`config.mk`:
```
export PLATFORM = sky130hd
export DESIGN_NAME = exp_unit_scheduler_flat
export DESIGN_NICKNAME = d
export VERILOG_FILES = /design/src/rtl/exp_unit_scheduler_if.sv /design/src/rtl/exp_unit_scheduler.sv /design/src/flat_wrapper.sv
export SDC_FILE = /design/constraint.sdc
export NUM_CORES = 1
export LEC_CHECK = 0
export CAP_MARGIN = 25
export CORE_UTILIZATION = 36
export DETAILED_ROUTE_END_ITERATION = 6
export PLACE_DENSITY_LB_ADDON = 0.1
export SLEW_MARGIN = 20
export SYNTH_ARGS = -nofsm -noshare
export SYNTH_HDL_FRONTEND = slang
export SYNTH_SLANG_ARGS = --single-unit
```
`constraint.sdc`:
```
create_clock -name clk -period 2.8 [get_ports clk]
set_clock_uncertainty 0.2 [all_clocks]
set_input_delay 0.56 -clock clk [delete_from_list [all_inputs] [get_ports clk]]
set_output_delay 0.56 -clock clk [all_outputs]
set_load 0.005 [all_outputs]
```
`src/rtl/exp_unit_scheduler_if.sv`:
```
// Bundles the requester-side handshake and the exponent-unit bus of exp_unit_scheduler.
// The slave modport is the scheduler; the master modport is the requesters plus exponent unit.
interface exp_unit_scheduler_if #(
  parameter int DATA_WIDTH = 32,
  parameter int NUM_REQ    = 4
);
  logic [NUM_REQ-1:0]            req_valid;
  logic [NUM_REQ*DATA_WIDTH-1:0] req_x;
  logic [NUM_REQ-1:0]            req_ready;
  logic [NUM_REQ-1:0]            rsp_valid;
  logic [DATA_WIDTH-1:0]         rsp_data;
  logic                          rsp_err;
  logic                          busy;
  logic [DATA_WIDTH-1:0]         exp_x;
  logic                          exp_enable;
  logic [DATA_WIDTH-1:0]         exp_out;
  logic                          exp_ack;

  modport slave (
    input  req_valid, req_x, exp_out, exp_ack,
    output req_ready, rsp_valid, rsp_data, rsp_err, busy, exp_x, exp_enable
  );

  modport master (
    output req_valid, req_x, exp_out, exp_ack,
    input  req_ready, rsp_valid, rsp_data, rsp_err, busy, exp_x, exp_enable
  );
endinterface

```
`src/rtl/exp_unit_scheduler.sv`:
```
// Round-robin scheduler sharing one exponent unit among NUM_REQ requesters, one job at a time.
// Optional RUN watchdog enabled by defining EXP_TIMEOUT_EN.
module exp_unit_scheduler #(
  parameter int DATA_WIDTH     = 32,
  parameter int NUM_REQ        = 4,
  parameter int TIMEOUT_CYCLES = 15
) (
  input  logic                 clk,
  input  logic                 reset_n,
  exp_unit_scheduler_if.slave  bus
);

  localparam int IDX_W = $clog2(NUM_REQ);

  typedef enum logic [1:0] {S_IDLE, S_LOAD, S_RUN, S_DONE} state_e;

  state_e                 state_q, state_d;
  logic [IDX_W-1:0]       rr_ptr_q, rr_ptr_d;
  logic [NUM_REQ-1:0]     req_ready_q, req_ready_d;
  logic [NUM_REQ-1:0]     rsp_valid_q, rsp_valid_d;
  logic [DATA_WIDTH-1:0]  rsp_data_q, rsp_data_d;
  logic                   rsp_err_q, rsp_err_d;
  logic                   busy_q, busy_d;
  logic [DATA_WIDTH-1:0]  exp_x_q, exp_x_d;
  logic                   exp_enable_q, exp_enable_d;

`ifdef EXP_TIMEOUT_EN
  localparam int CNT_W = $clog2(TIMEOUT_CYCLES + 1);
  logic [CNT_W-1:0]       tmo_cnt_q, tmo_cnt_d;
`else
  logic unused_timeout;
  assign unused_timeout = ^TIMEOUT_CYCLES;
`endif

  logic                   grant_vld;
  logic [IDX_W-1:0]       grant_idx;
  logic [DATA_WIDTH-1:0]  grant_x;

  function automatic logic [NUM_REQ-1:0] onehot(input logic [IDX_W-1:0] idx);
    onehot      = '0;
    onehot[idx] = 1'b1;
  endfunction

  // Search starts just after the last grant, so the previous winner has lowest priority.
  always_comb begin
    int cand;
    grant_vld = 1'b0;
    grant_idx = rr_ptr_q;
    for (int k = 1; k <= NUM_REQ; k++) begin
      cand = int'(rr_ptr_q) + k;
      if (cand >= NUM_REQ) cand = cand - NUM_REQ;
      if (!grant_vld && bus.req_valid[cand]) begin
        grant_vld = 1'b1;
        grant_idx = IDX_W'(cand);
      end
    end
    grant_x = bus.req_x[int'(grant_idx)*DATA_WIDTH +: DATA_WIDTH];
  end

  // NOTE: every _d signal is given its hold/idle value first, so no latch can be inferred.
  always_comb begin
    state_d     = state_q;
    rr_ptr_d    = rr_ptr_q;
    exp_x_d     = exp_x_q;
    rsp_data_d  = rsp_data_q;
    rsp_err_d   = 1'b0;
    req_ready_d = '0;
    rsp_valid_d = '0;
`ifdef EXP_TIMEOUT_EN
    tmo_cnt_d   = tmo_cnt_q;
`endif
    case (state_q)
      S_IDLE, S_DONE: begin
        state_d = S_IDLE;
        if (grant_vld) begin
          state_d     = S_LOAD;
          rr_ptr_d    = grant_idx;
          exp_x_d     = grant_x;
          req_ready_d = onehot(grant_idx);
        end
      end
      S_LOAD: begin
        state_d = S_RUN;
`ifdef EXP_TIMEOUT_EN
        tmo_cnt_d = '0;
`endif
      end
      S_RUN: begin
        if (bus.exp_ack) begin
          state_d     = S_DONE;
          rsp_data_d  = bus.exp_out;
          rsp_valid_d = onehot(rr_ptr_q);
        end
`ifdef EXP_TIMEOUT_EN
        else if (tmo_cnt_q == CNT_W'(TIMEOUT_CYCLES - 1)) begin
          state_d     = S_DONE;
          rsp_data_d  = '0;
          rsp_err_d   = 1'b1;
          rsp_valid_d = onehot(rr_ptr_q);
        end else begin
          tmo_cnt_d = tmo_cnt_q + 1'b1;
        end
`endif
      end
      default: state_d = S_IDLE;
    endcase
    // Moore outputs follow the state being entered, so they are registered with it.
    busy_d       = (state_d != S_IDLE);
    exp_enable_d = (state_d == S_RUN);
  end

  // NOTE: sequential state uses non-blocking <= only; the combinational blocks above use blocking =.
  always_ff @(posedge clk or negedge reset_n) begin
    // NOTE: datapath flops are reset too, so an aborted job leaves every output at 0.
    if (!reset_n) begin
      state_q      <= S_IDLE;
      rr_ptr_q     <= IDX_W'(NUM_REQ - 1);
      req_ready_q  <= '0;
      rsp_valid_q  <= '0;
      rsp_data_q   <= '0;
      rsp_err_q    <= 1'b0;
      busy_q       <= 1'b0;
      exp_x_q      <= '0;
      exp_enable_q <= 1'b0;
`ifdef EXP_TIMEOUT_EN
      tmo_cnt_q    <= '0;
`endif
    end else begin
      state_q      <= state_d;
      rr_ptr_q     <= rr_ptr_d;
      req_ready_q  <= req_ready_d;
      rsp_valid_q  <= rsp_valid_d;
      rsp_data_q   <= rsp_data_d;
      rsp_err_q    <= rsp_err_d;
      busy_q       <= busy_d;
      exp_x_q      <= exp_x_d;
      exp_enable_q <= exp_enable_d;
`ifdef EXP_TIMEOUT_EN
      tmo_cnt_q    <= tmo_cnt_d;
`endif
    end
  end

  assign bus.req_ready  = req_ready_q;
  assign bus.rsp_valid  = rsp_valid_q;
  assign bus.rsp_data   = rsp_data_q;
  assign bus.rsp_err    = rsp_err_q;
  assign bus.busy       = busy_q;
  assign bus.exp_x      = exp_x_q;
  assign bus.exp_enable = exp_enable_q;

endmodule

```
`src/flat_wrapper.sv`:
```
// flat-port wrapper written by rule: the top's interface ports become plain ports
module exp_unit_scheduler_flat 
#(
  parameter int DATA_WIDTH     = 32,
  parameter int NUM_REQ        = 4,
  parameter int TIMEOUT_CYCLES = 15
)
  (clk, reset_n, bus_req_valid, bus_req_x, bus_exp_out, bus_exp_ack, bus_req_ready, bus_rsp_valid, bus_rsp_data, bus_rsp_err, bus_busy, bus_exp_x, bus_exp_enable);
  exp_unit_scheduler_if #(.DATA_WIDTH(DATA_WIDTH), .NUM_REQ(NUM_REQ)) bus_i ();
  input  logic clk;
  input  logic reset_n;
  input wire logic [$bits(bus_i.req_valid)-1:0] bus_req_valid;
  input wire logic [$bits(bus_i.req_x)-1:0] bus_req_x;
  input wire logic [$bits(bus_i.exp_out)-1:0] bus_exp_out;
  input wire logic [$bits(bus_i.exp_ack)-1:0] bus_exp_ack;
  output wire logic [$bits(bus_i.req_ready)-1:0] bus_req_ready;
  output wire logic [$bits(bus_i.rsp_valid)-1:0] bus_rsp_valid;
  output wire logic [$bits(bus_i.rsp_data)-1:0] bus_rsp_data;
  output wire logic [$bits(bus_i.rsp_err)-1:0] bus_rsp_err;
  output wire logic [$bits(bus_i.busy)-1:0] bus_busy;
  output wire logic [$bits(bus_i.exp_x)-1:0] bus_exp_x;
  output wire logic [$bits(bus_i.exp_enable)-1:0] bus_exp_enable;
  assign bus_i.req_valid = bus_req_valid;
  assign bus_i.req_x = bus_req_x;
  assign bus_i.exp_out = bus_exp_out;
  assign bus_i.exp_ack = bus_exp_ack;
  assign bus_req_ready = bus_i.req_ready;
  assign bus_rsp_valid = bus_i.rsp_valid;
  assign bus_rsp_data = bus_i.rsp_data;
  assign bus_rsp_err = bus_i.rsp_err;
  assign bus_busy = bus_i.busy;
  assign bus_exp_x = bus_i.exp_x;
  assign bus_exp_enable = bus_i.exp_enable;
  exp_unit_scheduler #(.DATA_WIDTH(DATA_WIDTH), .NUM_REQ(NUM_REQ), .TIMEOUT_CYCLES(TIMEOUT_CYCLES)) u_core (.clk(clk), .reset_n(reset_n), .bus(bus_i));
endmodule
```
# After elaboration in Yosys (flattened, before gate mapping)
# Index checks and enable logic that the tools add are counted.
[op_classes]
reduce_logical = 13
n_addsub = 8
n_lt_le_gt_ge = 12
eq_ne = 4
n_shift = 1
mux = 35
[op_table]
columns = ["operator", "count"]
rows = [
  ["greater-or-equal comparator 32 x 4 -> 1 bit (second input constant)", 4],
  ["less-than comparator 32 x 4 -> 1 bit (second input constant)", 4],
  ["two-way mux 32 bit", 4],
  ["indexed part select 128 x 8 -> 32 bit", 1],
  ["subtractor 32 x 4 -> 32 bit (second input constant)", 4],
  ["two-way mux 4 bit", 4],
  ["two-way mux 1 bit", 15],
  ["two-way mux 2 bit", 5],
  ["binary-select mux 1 bit (select 2 bit)", 4],
  ["adder 2 x 2 -> 3 bit (second input constant)", 2],
  ["equality test 2 bit (second input constant)", 3],
  ["less-than comparator 2 x 3 -> 1 bit (second input constant)", 2],
  ["one-hot mux 2 bit (3 select lines)", 1],
  ["logical AND 1 bit", 5],
  ["adder 2 x 3 -> 4 bit (second input constant)", 1],
  ["demux 1 bit (select 2 bit)", 2],
  ["greater-or-equal comparator 2 x 1 -> 1 bit (second input constant)", 2],
  ["AND reduction 2 bit", 2],
  ["adder 2 x 1 -> 3 bit (second input constant)", 1],
  ["logical NOT 1 bit", 3],
  ["equality test 2 x 1 -> 1 bit (second input constant)", 1],
  ["logical NOT 2 bit", 1],
  ["nonzero test 2 bit", 1],
  ["OR reduction 2 bit", 1],
]
[word_totals]
out_inout_bits = 75
wordCells = 81
input_bits = 167
regBits = 78

# Logic depth before layout (Yosys ltp)
[logic_depth]
ltp_word = 22
depth_mapped = 13
ltp_nobuf = 8

# Worst setup path before layout
# Ideal clock, no wire load.
[synth_timing]
path_type = "flip-flop to flip-flop"
from = "register u_core.rr_ptr_q[0]"
to = "register u_core.exp_x_q[11] (netlist: u_core.bus.exp_x[11])"
stages_incl_launch_ff = 12
setup_ns = 0.132
slack_ns = -0.164
synth_period_minus_slack_ns = 2.964
required_time_ns = 2.468
path_buffers = 3
arrival_time_ns = 2.632
cell_sequence = "dfstp_2 > buf_4 > inv_1 > ha_1 > buf_6 > mux2_4 > a211oi_1 > nor2_2 > buf_6 > mux2_1 > a211oi_1 > a211oi_2"
[synth_via]
elab_chain_cells = 17
word_cells_on_any_way = 44
classes_between = "8 x add/sub; 4 x order compare; 1 x shift; 24 x mux; 7 x reduce/logical"
[synth_lines]
columns = ["item", "line", "source"]
rows = [
  ["start: declaration", "exp_unit_scheduler.sv:18", "logic [IDX_W-1:0] rr_ptr_q, rr_ptr_d;"],
  ["start signal: assignment", "exp_unit_scheduler.sv:117", "rr_ptr_q <= IDX_W'(NUM_REQ - 1);"],
  ["start signal: assignment", "exp_unit_scheduler.sv:130", "rr_ptr_q <= rr_ptr_d;"],
  ["adder 2 x 1 -> 3 bit", "exp_unit_scheduler.sv:50", "cand = int'(rr_ptr_q) + k;"],
  ["subtractor 32 x 4 -> 32 bit / greater-or-equal comparator 32 x 4 -> 1 bit (equally long branches)", "exp_unit_scheduler.sv:51", "if (cand >= NUM_REQ) cand = cand - NUM_REQ;"],
  ["two-way mux 32 bit", "exp_unit_scheduler.sv:51", ""],
  ["binary-select mux 1 bit (select 2 bit)", "exp_unit_scheduler.sv:52", "if (!grant_vld && bus.req_valid[cand]) begin"],
  ["two-way mux 1 bit (not written as such) (2 in a row)", "exp_unit_scheduler.sv:52", ""],
  ["two-way mux 1 bit", "exp_unit_scheduler.sv:52", ""],
  ["logical NOT 1 bit", "exp_unit_scheduler.sv:52", ""],
  ["logical AND 1 bit", "exp_unit_scheduler.sv:52", ""],
  ["two-way mux 1 bit", "exp_unit_scheduler.sv:52", ""],
  ["logical NOT 1 bit", "exp_unit_scheduler.sv:52", ""],
  ["logical AND 1 bit", "exp_unit_scheduler.sv:52", ""],
  ["two-way mux 1 bit", "exp_unit_scheduler.sv:52", ""],
  ["logical NOT 1 bit", "exp_unit_scheduler.sv:52", ""],
  ["logical AND 1 bit", "exp_unit_scheduler.sv:52", ""],
  ["two-way mux 2 bit / two-way mux 1 bit (equally long branches)", "exp_unit_scheduler.sv:52", ""],
  ["indexed part select 128 x 8 -> 32 bit / AND reduction 2 bit (equally long branches)", "-", ""],
  ["end signal: assignment", "exp_unit_scheduler.sv:136", "exp_x_q <= exp_x_d;"],
  ["end: declaration", "exp_unit_scheduler.sv:24", "logic [DATA_WIDTH-1:0] exp_x_q, exp_x_d;"],
]
# Several ways; a longest one is shown, not always the timed one. The select of a mux whose other input is x is not followed.
# A chain may end at the register's enable or synchronous reset.

# Worst setup path in the final report
[layout_timing]
from = "register u_core.rr_ptr_q[0]"
to = "register u_core.exp_x_q[13] (netlist: u_core.bus.exp_x[13])"
# Same word-level chain as after synthesis.

==> flow_metrics.py <==
metrics = {
    "power_and_ir_drop": {
        "swShare_pct": 38.3,
        "netSwitchingPower_uw": 3910,
        "p_seq_share_pct": 19.6,
        "ir_drop_v": 0.000785,
        "power.density_mw_per_mm2": 1290,
        "clockPowerShare_pct": 12.1,
        "power_leakage_uw": 0.00326,
        "combPwrFrac_pct": 68.3,
        "p_int_uw": 6300,
    },
    "detailed_routing": {
        "routedWlPerCell_um": 18.2,
        "firstDrtPassIters": 4,
        "ant_nets": 0,
        "via_per_inst": 5.12,
        "dr_total_vias": 3955,
        "wirelength_mm": 14.1,
        "drc": 0,
        "first_iter_violations": 161,
    },
    "cts": {
        "cts.sink_count": 78,
        "cts_root_buffer": "clkbuf_16",
        "cts_buffers": 9,
        "htreeDepth": 3,
        "clock_latency_ns": 0.33,
        "clock_path_buffers": 2,
        "path_clk_slew_ns": 0.06,
        "cts_tree": "done",
    },
    "logic_synthesis": {
        "ys_top_cells_by_count": "dfrtp_1, mux2_2, nor2_1, mux2i_1, a211oi_1",
        "netlist.area_leader.share_pct": 43.4,
        "syn_nets": 535,
        "synth_flop_cell": "dfrtp_1",
        "synth-async-reset-ratio_pct": 100,
        "synth_top_cell_by_area": "dfrtp_1",
        "synthesis.area_mm2": 0.00438,
        "syn_inst": 363,
        "synth_most_common_cell": "dfrtp_1",
        "ys_seq_elements": 78,
        "yosys-top-cells-area": "dfrtp_1, mux2_2, a211oi_2, mux2i_1, a211oi_1",
        "synth.avg_cell_area_um2": 12.1,
        "ys_seq_area_share_pct": 44.6,
        "synth_edf_count": 0,
        "ys_types": 38,
        "yosysWarnings": 0,
    },
    "global_route": {
        "grt_util_met2_pct": 39.7,
        "grt_usage_pct": 22.2,
        "grt_pass1_vias": 4128,
        "grt_first_pass_wirelength_mm": 21.6,
        "met3_usage_pct": 5.51,
        "grt_overflow": 0,
        "grt.busiest_layer": "met2",
        "grt_max_degree": 48,
        "antenna_found_initial": 0,
        "use_met1_pct": 26.0,
    },
    "critical_path": {
        "r2r_cells": 9,
        "regToRegSetupSlack_ns": 0.0001,
        "cp_max_fo": 11,
        "crit_top_cell": "a211oi_2",
        "required_ns": 2.81,
        "crit_path_start_kind": "flop",
        "reg2reg_from": "u_core.rr_ptr_q[0]",
        "crit_family": "multiplexers",
        "path_cells": "inv_4 -> ha_4 -> mux2_4 -> a211oi_4 -> nor2_4 -> bufbuf_16 -> mux2_1 -> a211oi_2 -> a211oi_2",
        "end_kind": "flop",
        "critPathBufInv": 2,
        "critical_path_class": "flop to flop",
        "crit_slowest_cell": "dfstp_2",
        "slowest_delay_ns": 0.56,
        "r2r_end": "u_core.bus.exp_x[13]",
        "crit_arrival_ns": 2.81,
    },
    "outcome": {
        "status": "finished, final reports clean",
    },
    "layout": {
        "fin_nets": 799,
        "drive_gt1_share_pct": 32.4,
        "nFillCells": 892,
        "instances_no_fill": 773,
        "area_growth_pct": 81.1,
        "antenna_cells": 0,
    },
    "die": {
        "die_h_um": 112,
        "core_mm2": 0.0117,
        "initial_core_util_pct": 37.6,
        "die_x_um": 112,
        "io_pins": 242,
        "num_rows": 39,
        "dieArea_mm2": 0.0126,
    },
    "min_path": {
        "hp-start": "u_core.bus.rsp_data[11]",
        "whs_endpoint": "u_core.bus.rsp_data[11]",
        "hold_class": "flop to flop",
        "whs_path_depth": 1,
    },
    "sta": {
        "period_needed_ns": 2.80,
        "slew_violations": 0,
        "rsz0062_at_grt": "true",
        "post-route-period-util_pct": 100,
        "setup_viol": 0,
        "finalHoldViolCount": 0,
        "finalWorstSetupSlack_ns": 0.000110,
        "clock.fmax_mhz": 357,
        "setup-tns-final_ns": 0,
    },
    "placement": {
        "port-buffer-count": 240,
        "hpwl_mm": 9.94,
        "place_congestion": 0.853,
        "post-place-ws_ns": -0.274,
        "dp.cells": 745,
    },
    "run": {
        "drv_cap": 0,
    },
}
placed cells by master, fill, tap and decap left out, types with 10 or more instances in the layout:
cell and count:
clkdlybuf4s50_1 239, dfrtp_1 76, a211oi_2 60, mux2_2 42, nor2_1 36, mux2i_1 30
buf_4 30, mux2_4 22, clkbuf_16 10, buf_12 10
registers in the layout, indices dropped and copies added, names as in the netlist:
signal / cells
u_core.bus.exp_enable: 1
u_core.bus.busy: 1
u_core.bus.req_ready: 4
u_core.rr_ptr_q: 2
u_core.bus.rsp_valid: 4
u_core.bus.rsp_data: 32
u_core.state_q: 2
u_core.bus.exp_x: 32
stage by stage:
| stage | hold WS (ns) | total power [µW] | utilization (%) | area (µm²) |
|---|---|---|---|---|
| 3_3_place_gp | 0.285 | 7740 | 61.4 | 7160 |
| 4_1_cts | 0.305 | 9810 | 66.5 | 7760 |
| 3_5_place_dp | 0.292 | 7880 | 61.4 | 7160 |
| 6_report | 0.302 | 10200 | 68.1 | 7940 |
| 2_1_floorplan | 0.0644 | 5560 | - | 4470 |
| 5_1_grt | 0.321 | 10800 | 68.1 | 7940 |
worst max-delay path by stage:
stage               depth (start not counted)                from                    to
finish                                      9  u_core.rr_ptr_q[0]  u_core.bus.exp_x[13]
global route                               10  u_core.rr_ptr_q[0]  u_core.bus.exp_x[18]
detailed placement                          9    bus_req_valid[2]   u_core.bus.exp_x[8]
CTS                                        10  u_core.rr_ptr_q[0]   u_core.bus.exp_x[0]
floorplan                                  12  u_core.rr_ptr_q[0]   u_core.bus.exp_x[1]
global placement                            9    bus_req_valid[1]  u_core.bus.exp_x[15]
layout make-up:
type / count / area [µm²] / share of cell area, %
inverter: 7 / 28.8 / 0.362
clock buffer: 10 / 239 / 3.01
tap: 143 / 179 / 2.25
sequential: 78 / 1950 / 24.6
multi-input combinational: 246 / 2530 / 31.9
clock inverter: 4 / 72.6 / 0.914
timing repair buffer: 285 / 2940 / 37.0
repair_timing:
action                     4_1_cts  5_1_grt
buffers inserted                 9        2
gates resized for setup         30       33
cloned                           2        1
hold endpoints to repair        31        0
pin swaps                       14       32
hold buffers                     1        0
setup endpoints to repair       32       31
power by group through the flow:
stage / clock network, µW / registers (µW) / logic, µW
global route: 1310 / 2060 / 7420
CTS: 1260 / 2000 / 6550
detailed placement: 0 / 2010 / 5870
finish: 1240 / 2000 / 6980
global placement: 0 / 1980 / 5760
floorplan: 0 / 2030 / 3530
cell families (layout without fill, tap and decap cells):
family | after synthesis | after routing | share of synthesized area, %
compound gates | 82 | 82 | 17.4
fa+ha+maj | 5 | 5 | 1.43
buf+inv | 39 | 306 | 5.25
flops | 78 | 78 | 44.6
mux | 102 | 102 | 25.4
other cells | 1 | 1 | 0.0855
simple gates | 56 | 56 | 5.94
layer usage:
layer	share of wire (%)	vias up
li1	-	1859
met1	41	1894
met2	50	181
met3	6.9	21
met4	1.9	0
met5	0	-
Power figures use the tool's default switching activity.
